$ cat src/rtl/opb_event_counter_bank.sv
// OPB slave holding N_CH event counters (wrap or saturate), sticky overflow flags and per-channel clear.
// Optional per-channel snapshot bank is built when OPB_EVENT_COUNTER_BANK_SNAPSHOT_EN is defined.
module opb_event_counter_bank #(
  parameter logic [31:0] C_BASEADDR   = 32'h0000_0000,
  parameter logic [31:0] C_HIGHADDR   = 32'h0000_00FF,
  parameter int          C_OPB_AWIDTH = 32,
  parameter int          C_OPB_DWIDTH = 32,
  parameter int          N_CH         = 4,
  parameter int          CNT_W        = 32,
  parameter int          SATURATE     = 0
) (
  input  logic                    OPB_Clk,
  input  logic                    OPB_Rst_n,
  input  logic [0:C_OPB_AWIDTH-1] OPB_ABus,
  input  logic [0:3]              OPB_BE,
  input  logic [0:C_OPB_DWIDTH-1] OPB_DBus,
  input  logic                    OPB_RNW,
  input  logic                    OPB_select,
  input  logic                    OPB_seqAddr,
  output logic [0:C_OPB_DWIDTH-1] Sl_DBus,
  output logic                    Sl_xferAck,
  output logic                    Sl_errAck,
  output logic                    Sl_retry,
  output logic                    Sl_toutSup,
  input  logic [N_CH-1:0]         event_in,
  output logic [N_CH-1:0]         ovf_out
);

  localparam int WD_W = (N_CH > 2) ? N_CH : 2;
  localparam logic [CNT_W-1:0] CNT_MAX = {CNT_W{1'b1}};

  logic [31:0]      w_addr;
  logic [31:0]      w_wdata;
  logic [32:0]      w_sub;
  logic [29:0]      w_off;
  logic [31:0]      w_rd_mux;
  logic             w_hit;
  logic             w_wr;
  logic             w_ctrl_wr;
  logic             w_ovf_wr;
  logic             w_snap_valid;
  logic             w_unused;
  logic [CNT_W-1:0] w_chval [N_CH];

  logic             r_hit;
  logic             r_ack;
  logic             r_rnw;
  logic [29:0]      r_off;
  logic [WD_W-1:0]  r_wdata;
  logic [31:0]      r_rdata;

  genvar gi;

  assign w_addr  = OPB_ABus;
  assign w_wdata = OPB_DBus;
  // 33-bit subtract gives the below-base flag as the borrow bit
  assign w_sub   = {1'b0, w_addr} - {1'b0, C_BASEADDR};
  assign w_off   = w_sub[31:2];
  assign w_hit   = OPB_select && !w_sub[32] && (w_addr <= C_HIGHADDR);
  assign w_unused = &{1'b0, OPB_BE, OPB_seqAddr, w_wdata, w_sub[1:0]};

  assign Sl_xferAck = r_hit & ~r_ack;
  assign Sl_DBus    = Sl_xferAck ? r_rdata : '0;
  assign Sl_errAck  = 1'b0;
  assign Sl_retry   = 1'b0;
  assign Sl_toutSup = 1'b0;

  assign w_wr      = Sl_xferAck & ~r_rnw;
  assign w_ctrl_wr = w_wr && (r_off == 30'd0);
  assign w_ovf_wr  = w_wr && (r_off == 30'd1);

  always_comb begin
    w_rd_mux = '0;
    if (w_off == 30'd0) begin
      w_rd_mux = {14'd0, (SATURATE != 0), w_snap_valid, 8'(CNT_W), 8'(N_CH)};
    end else if (w_off == 30'd1) begin
      w_rd_mux = 32'(ovf_out);
    end
    for (int k = 0; k < N_CH; k++) begin
      if (w_off == 30'(k + 2)) w_rd_mux = 32'(w_chval[k]);
    end
  end

  // Transfer is captured in the decode cycle; write side effects fire at the end of the ack cycle.
  always_ff @(posedge OPB_Clk or negedge OPB_Rst_n) begin
    if (!OPB_Rst_n) begin
      r_hit   <= 1'b0;
      r_ack   <= 1'b0;
      r_rnw   <= 1'b1;
      r_off   <= '0;
      r_wdata <= '0;
      r_rdata <= '0;
    end else begin
      r_hit <= w_hit;
      r_ack <= Sl_xferAck;
      if (w_hit) begin
        r_rnw   <= OPB_RNW;
        r_off   <= w_off;
        r_wdata <= w_wdata[WD_W-1:0];
        r_rdata <= OPB_RNW ? w_rd_mux : '0;
      end
    end
  end

`ifdef OPB_EVENT_COUNTER_BANK_SNAPSHOT_EN
  logic w_snap;
  logic r_snap_valid;

  assign w_snap       = w_ctrl_wr && r_wdata[0];
  assign w_snap_valid = r_snap_valid;

  always_ff @(posedge OPB_Clk or negedge OPB_Rst_n) begin
    if (!OPB_Rst_n) r_snap_valid <= 1'b0;
    else if (w_snap) r_snap_valid <= 1'b1;
  end
`else
  assign w_snap_valid = 1'b0;
`endif

  generate
    for (gi = 0; gi < N_CH; gi++) begin : g_ch
      logic [CNT_W-1:0] r_cnt;
      logic             r_ovf;
      logic             w_clr;
      logic             w_at_max_evt;

      assign w_clr        = (w_ctrl_wr && r_wdata[1]) || (w_wr && (r_off == 30'(gi + 2)));
      assign w_at_max_evt = event_in[gi] && (r_cnt == CNT_MAX);

      // Clear wins over a same-cycle event; the lost event never flags overflow.
      always_ff @(posedge OPB_Clk or negedge OPB_Rst_n) begin
        if (!OPB_Rst_n) begin
          r_cnt <= '0;
        end else if (w_clr) begin
          r_cnt <= '0;
        end else if (event_in[gi] && !(w_at_max_evt && (SATURATE != 0))) begin
          r_cnt <= r_cnt + CNT_W'(1);
        end
      end

      always_ff @(posedge OPB_Clk or negedge OPB_Rst_n) begin
        if (!OPB_Rst_n) begin
          r_ovf <= 1'b0;
        end else if (!w_clr && w_at_max_evt) begin
          r_ovf <= 1'b1;
        end else if (w_ovf_wr && r_wdata[gi]) begin
          r_ovf <= 1'b0;
        end
      end

`ifdef OPB_EVENT_COUNTER_BANK_SNAPSHOT_EN
      logic [CNT_W-1:0] r_snap;

      always_ff @(posedge OPB_Clk or negedge OPB_Rst_n) begin
        if (!OPB_Rst_n) r_snap <= '0;
        else if (w_snap) r_snap <= r_cnt;
      end

      assign w_chval[gi] = r_snap;
`else
      assign w_chval[gi] = r_cnt;
`endif

      assign ovf_out[gi] = r_ovf;
    end
  endgenerate

endmodule

$ cat config.mk
export PLATFORM = sky130hd
export DESIGN_NAME = opb_event_counter_bank
export DESIGN_NICKNAME = d
export VERILOG_FILES = /design/src/rtl/opb_event_counter_bank.sv
export SDC_FILE = /design/constraint.sdc
export NUM_CORES = 1
export LEC_CHECK = 0
export ABC_AREA = 1
export BUFFER_PORTS_ARGS = -buffer_cell sky130_fd_sc_hd__buf_2
export CAP_MARGIN = 20
export CELL_PAD_IN_SITES_DETAIL_PLACEMENT = 2
export CELL_PAD_IN_SITES_GLOBAL_PLACEMENT = 2
export CORE_MARGIN = 1.5
export CORE_UTILIZATION = 34
export CTS_CLUSTER_DIAMETER = 30
export DETAILED_ROUTE_END_ITERATION = 10
export HOLD_SLACK_MARGIN = 0.02
export PLACE_DENSITY = 0.81
export SETUP_SLACK_MARGIN = 0.3
export SYNTH_ARGS = -nofsm -noshare
export SYNTH_HDL_FRONTEND = slang
export SYNTH_SLANG_ARGS = --single-unit
$ cat constraint.sdc
create_clock -name OPB_Clk -period 2.2 [get_ports OPB_Clk]
set_input_delay 0.11 -clock OPB_Clk [delete_from_list [all_inputs] [get_ports OPB_Clk]]
set_output_delay 0.11 -clock OPB_Clk [all_outputs]
set_load 0.01 [all_outputs]
# After elaboration in Yosys (flattened, before gate mapping)
# Index checks and enable logic that the tools add are counted.
[word_totals]
regBits = 201
inputBits = 77
output_inout_bits = 40
elab_cells = 99
[classes]
n_addsub = 4
magnitude_cmp = 1
eq_ne = 14
muxes = 24
bitwise_logic = 4
n_reduce_logical = 38
[op_table]
columns = ["cell", "n"]
rows = [
  ["2-to-1 mux 32 bit", 15],
  ["adder 32 x 1 -> 32 bit, second input constant", 4],
  ["== test 32 bit, second input constant", 4],
  ["== test 30 x 2 -> 1 bit, second input constant", 4],
  ["== test 30 x 3 -> 1 bit, second input constant", 4],
  ["== test 30 x 1 -> 1 bit, second input constant", 2],
  ["logical NOT 30 bit", 2],
  ["less-or-equal comparator 32 x 8 -> 1 bit, second input constant", 1],
  ["logical AND 1 bit", 20],
  ["nonzero test 2 bit", 8],
  ["2-to-1 mux 1 bit", 8],
  ["logical NOT 1 bit", 4],
  ["logical OR 1 bit", 4],
  ["2-to-1 mux 4 bit", 1],
  ["AND 1 bit", 2],
  ["inverter 1 bit", 2],
]

# Longest topological paths before layout
[depth]
word_depth = 9
depth_mapped = 13
ltp_nobuf = 12

# Worst setup path before layout
# Ideal clock, no wire load.
[synth_timing]
path_kind = "flip-flop to flip-flop"
from = "reg g_ch[3].r_cnt[0]"
to = "reg g_ch[3].r_cnt[16]"
setup_ns = 0.066
t_arrival_ns = 1.711
t_required_ns = 2.134
path_slack_ns = 0.422
path_stages_with_launch = 9
path_buffers = 0
period_less_slack_ns = 1.778
cell_sequence = "dfrtp_1 ha_1 inv_1 nor3_1 nand2_1 nor2_1 xor2_1 nand4_1 nand2_1"
[synth_between]
elab_chain_len = 3
[synth_lines]
columns = ["item", "line_no", "rtl"]
rows = [
  ["start, declared", "122", "logic [CNT_W-1:0] r_cnt;"],
  ["start signal, assigned", "137", "r_cnt <= r_cnt + CNT_W'(1);"],
  ["adder 32 x 1 -> 32 bit", "137", ""],
  ["2-to-1 mux 32 bit", "136", "end else if (event_in[gi] && !(w_at_max_evt && (SATURATE != 0))) begin"],
  ["2-to-1 mux 32 bit", "134", "end else if (w_clr) begin"],
]
# Every way passes these cells. The select of a mux whose other input is x is not followed.
# A chain may end at the register's enable or synchronous reset.

# Final worst setup path
[layout_timing]
from = "reg g_ch[2].r_cnt[0]"
to = "reg g_ch[2].r_cnt[12]"
[layout_between]
elab_chain_len = 3
[layout_lines]
columns = ["item", "line_no"]
rows = [
  ["start, declared", "122"],
  ["start signal, assigned", "137"],
  ["adder 32 x 1 -> 32 bit", "137"],
  ["2-to-1 mux 32 bit", "136"],
  ["2-to-1 mux 32 bit", "134"],
]
# Every way passes these cells. The select of a mux whose other input is x is not followed.

==> qor_table.md <==
| Item | Value |
|:---|:---|
| Horizontal die dimension | 196 µm |
| Synth top cells by count | 432 x sky130_fd_sc_hd__nand2_1, 263 x sky130_fd_sc_hd__nor2_1, 240 x sky130_fd_sc_hd__inv_1 |
| Max-cap violation count | 0 |
| Final Hold Vio Count | 0 |
| Cts bufs inserted | 67 |
| Number of antenna violations at the first check in global routing | 10 |
| Port Buf Inserts | 78 |
| Number of nets in the finished design | 2144 |
| RD Place Congestion | 0.870 |
| Std cell rows | 70 |
| Biggest fanout along the worst timing path | 3 |
| Starting density of the core | 34.5% |
| Average wire per standard cell | 35.6 µm |
| Count of buffering cells on the critical path with inverters included | 0 |
| I/O pin cnt | 117 |
| Maximum clock frequency | 0.403 GHz |
| Number of max-slew violations in the final report | 0 |
| Number of nets with antenna violations after routing | 0 |
| Slew HR | 44.6% |
| Clock latency on the worst-skew pair | 660 ps |
| Worst hold path type | input pin to async pin |
| Category of the worst setup path launch point | flip-flop |
| Dominant cell type by area after synthesis | sky130_fd_sc_hd__dfrtp_1 |
| Post-synth EDFFs | 0 |
| Total die area | 0.0383 mm² |
| Number of instances in the synthesized netlist | 1817 |
| Overall power consumption | 17.9 mW |
| Clock skew | 60.7 ps |
| Core area | 0.0366 mm² |
| Total routing resource utilization after global routing | 39.3% |
| Total via count in the routed design | 16600 |
| Peak supply drop | 1.33 mV |
| Post-synthesis to final-layout area growth | 45.7% |
| Pwr dens | 973 mW/mm² |
| DR pass1 iterations | 5 |
| Proportion of register bits with asynchronous set or reset after synthesis | 100% |
| Number of distinct library cells after synthesis | 44 |
| Setup TNS | -429 ps |
| Area contributors post-synth | sky130_fd_sc_hd__dfrtp_1 40%, sky130_fd_sc_hd__nand2_1 13%, sky130_fd_sc_hd__nor2_1 7.8%, sky130_fd_sc_hd__inv_1 7.1%, sky130_fd_sc_hd__nand3_1 6.5% |
| Setup repair after global routing missed its margin | true |
| Worst path top cell family by delay | compound AO/OA/AOI/OAI gates |
| Number of global-route vias before repair | 17200 |
| Worst R2R Setup Slack | -280 ps |
| Run status | complete, but fails checks |
| Critical path's largest stage delay | 660 ps |
| Filler cell count in the final layout | 4028 |
| Transition time at the pin with the least slew margin | 831 ps |
| Failing checks | setup timing |
| Total number of H-tree levels | 3 |
| Share of the cycle needed by the critical path after routing | 113% |
| HPWL after detailed placement | 38600 µm |
| Final setup violation count | 6 |
| Critical path start-end classification | flip-flop to flip-flop |
| Sort of element at the end of the critical path | flip-flop |
| Routed vias/inst | 6.42 |
| Mean instance size in the synthesized netlist | 6.95 µm² |
| Final setup slack of the worst path | -281 ps |
| Floorplan die height | 196 µm |
| Clock transition at path regs | 60 ps |
| Warnings from Yosys | 0 |
| CP Data Required Time | 2650 ps |
| Sink count of the clock tree | 201 |
| Post-layout util | 50.3% |
| Most instantiated flip-flop cell in the synthesis netlist | sky130_fd_sc_hd__dfrtp_1 |
| Worst slack on hold paths | 21.4 ps |
| Layout cells sized above 1 | 29.9% |
| Count of state elements after synthesis | 201 |
| Portion of synthesized cell area occupied by the leading cell type | 39.6% |
| Post-synth design cell area | 0.0126 mm² |
| First-pass GRT wire length | 113000 µm |
| Capturing point of the worst reg2reg path | g_ch[2].r_cnt[12] |
| Pin count of the biggest net entering global routing | 57 |
| Library cell contributing the largest single delay on the critical path | sky130_fd_sc_hd__a21oi_1 |
| Total Routed Length | 92000 µm |
| Drt initial violations | 1798 |
| TritonCTS clock tree | built |
| Drc violations | 0 |
| Worst reg2reg path depth | 9 |
| Register area share after synthesis | 39.8% |
| Most common cell in the synthesized netlist | sky130_fd_sc_hd__nand2_1 |
| Root buffer cell | sky130_fd_sc_hd__clkbuf_16 |
| Total global routing overflow | 0 |
| R2R Path Start | g_ch[2].r_cnt[0] |
| Number of buffers on the longest clock path | 3 |
| Critical Path AT | 2930 ps |
| Reported leakage power | 8.79 nW |
| Crit path cell chain | ha_4 > nand3_4 > nor2_4 > nand3_4 > nor2_4 > nand2_2 > nor2_2 > o211ai_1 > a21oi_1 |
| Min cycle time layout | 2480 ps |
==> cells by family after synthesis <==
kind of cell / share of synthesized area [%]
and+or+nand+nor: 38.8
DFF: 39.8
other: 0.0297
xor gates and xnor gates: 4.37
AOI/OAI and AO/OA: 6.15
adders and majority gates: 0.396
buffers and inverters: 10.4
==> per-layer routing <==
layer  vias up  wire length, µm  track usage (%)
li1       6343                -                -
met1      8425            33000             44.3
met2      1241            42300             66.1
met3       595             8510             9.99
met4        10             8140             26.0
met5         -               67                0
==> sequential cells by signal (all words and copies together), names as in the netlist <==
signal      count
g_ch.r_cnt    128
g_ch.r_ovf      4
r_ack           1
r_hit           1
r_off          30
r_rdata        32
r_rnw           1
r_wdata         4
==> through the flow <==
step | cells | cell area (µm²) | setup WS (ps)
2_1_floorplan | 1819 | 12600 | 422
3_3_place_gp | 2357 | 13800 | 88.2
3_5_place_dp | 2357 | 13800 | -12.1
4_1_cts | 2520 | 17100 | 266
5_1_grt | 2585 | 18400 | -235
6_report | 2587 | 18400 | -281
==> cell usage in the layout (no fill, tap or decap), types with 5 or more instances in the layout <==
| cell | n |
|---|---|
| sky130_fd_sc_hd__buf_12 | 13 |
| sky130_fd_sc_hd__clkbuf_8 | 18 |
| sky130_fd_sc_hd__o21bai_1 | 13 |
| sky130_fd_sc_hd__nand3_2 | 14 |
| sky130_fd_sc_hd__clkbuf_16 | 72 |
| sky130_fd_sc_hd__clkinv_2 | 10 |
| sky130_fd_sc_hd__dlygate4sd3_1 | 13 |
| sky130_fd_sc_hd__nand2_1 | 400 |
| sky130_fd_sc_hd__o21ai_1 | 21 |
| sky130_fd_sc_hd__nand3_4 | 8 |
| sky130_fd_sc_hd__nand4_1 | 88 |
| sky130_fd_sc_hd__nor3_2 | 25 |
| sky130_fd_sc_hd__nor2_4 | 34 |
| sky130_fd_sc_hd__a21oi_1 | 33 |
| sky130_fd_sc_hd__dfrtp_1 | 156 |
| sky130_fd_sc_hd__or2_2 | 6 |
| sky130_fd_sc_hd__o211ai_1 | 23 |
| sky130_fd_sc_hd__nor2_1 | 196 |
| sky130_fd_sc_hd__nand3_1 | 147 |
| sky130_fd_sc_hd__buf_6 | 11 |
| sky130_fd_sc_hd__inv_2 | 23 |
| sky130_fd_sc_hd__nor2_2 | 47 |
| sky130_fd_sc_hd__inv_1 | 214 |
| sky130_fd_sc_hd__and3_1 | 5 |
| sky130_fd_sc_hd__o21ai_0 | 31 |
| sky130_fd_sc_hd__nor3b_1 | 6 |
| sky130_fd_sc_hd__clkbuf_1 | 12 |
| sky130_fd_sc_hd__nand2_2 | 30 |
| sky130_fd_sc_hd__buf_4 | 131 |
| sky130_fd_sc_hd__nand3b_1 | 8 |
| sky130_fd_sc_hd__buf_2 | 75 |
| sky130_fd_sc_hd__dfrtp_2 | 44 |
| sky130_fd_sc_hd__xnor2_1 | 14 |
| sky130_fd_sc_hd__or2_0 | 7 |
| sky130_fd_sc_hd__xor2_1 | 46 |
| sky130_fd_sc_hd__bufinv_16 | 10 |
| sky130_fd_sc_hd__nand2_4 | 6 |
| sky130_fd_sc_hd__nor3_4 | 17 |
| sky130_fd_sc_hd__nor3_1 | 32 |
==> how the worst max path moves through the flow <==
stage                          start           endpoint  slack, ps  cells past startpoint
finish              g_ch[2].r_cnt[0]  g_ch[2].r_cnt[12]       -280                      9
global route        g_ch[2].r_cnt[0]  g_ch[2].r_cnt[12]       -230                      9
CTS                 g_ch[2].r_cnt[0]  g_ch[2].r_cnt[27]        270                      9
detailed placement       OPB_ABus[0]        r_rdata[15]        -10                     10
global placement         OPB_ABus[0]         r_rdata[5]         90                     10
floorplan           g_ch[3].r_cnt[0]  g_ch[3].r_cnt[16]        420                      8
==> power breakdown <==
part           total (mW)  switching [mW]  internal [mW]  leakage [nW]
Clock                11.1            3.65           7.43          1.20
Sequential           4.44           0.467           3.98          2.47
Combinational        2.38            1.51          0.878          5.11
==> timing repair <==
item                       in CTS  in global routing
pin swaps                      21                 74
setup endpoints to repair     145                152
hold buffers                   13                  0
setup buffers                  27                 60
resized for setup             121                237
hold endpoints to repair      207                  0
cloned                          0                  5
==> layout make-up <==
cell class	instances	area (µm²)	share of cell area [%]
Multi-Input combinational cell	1298	7330	39.8
Sequential cell	201	5090	27.6
Timing Repair Buffer	250	2020	11.0
Clock buffer	97	1980	10.8
Inverter	245	942	5.12
Tap cell	468	586	3.18
Clock inverter	26	468	2.54
Antenna cell	2	5.00	0.0272
No activity file was read; power rests on OpenSTA's default activity.
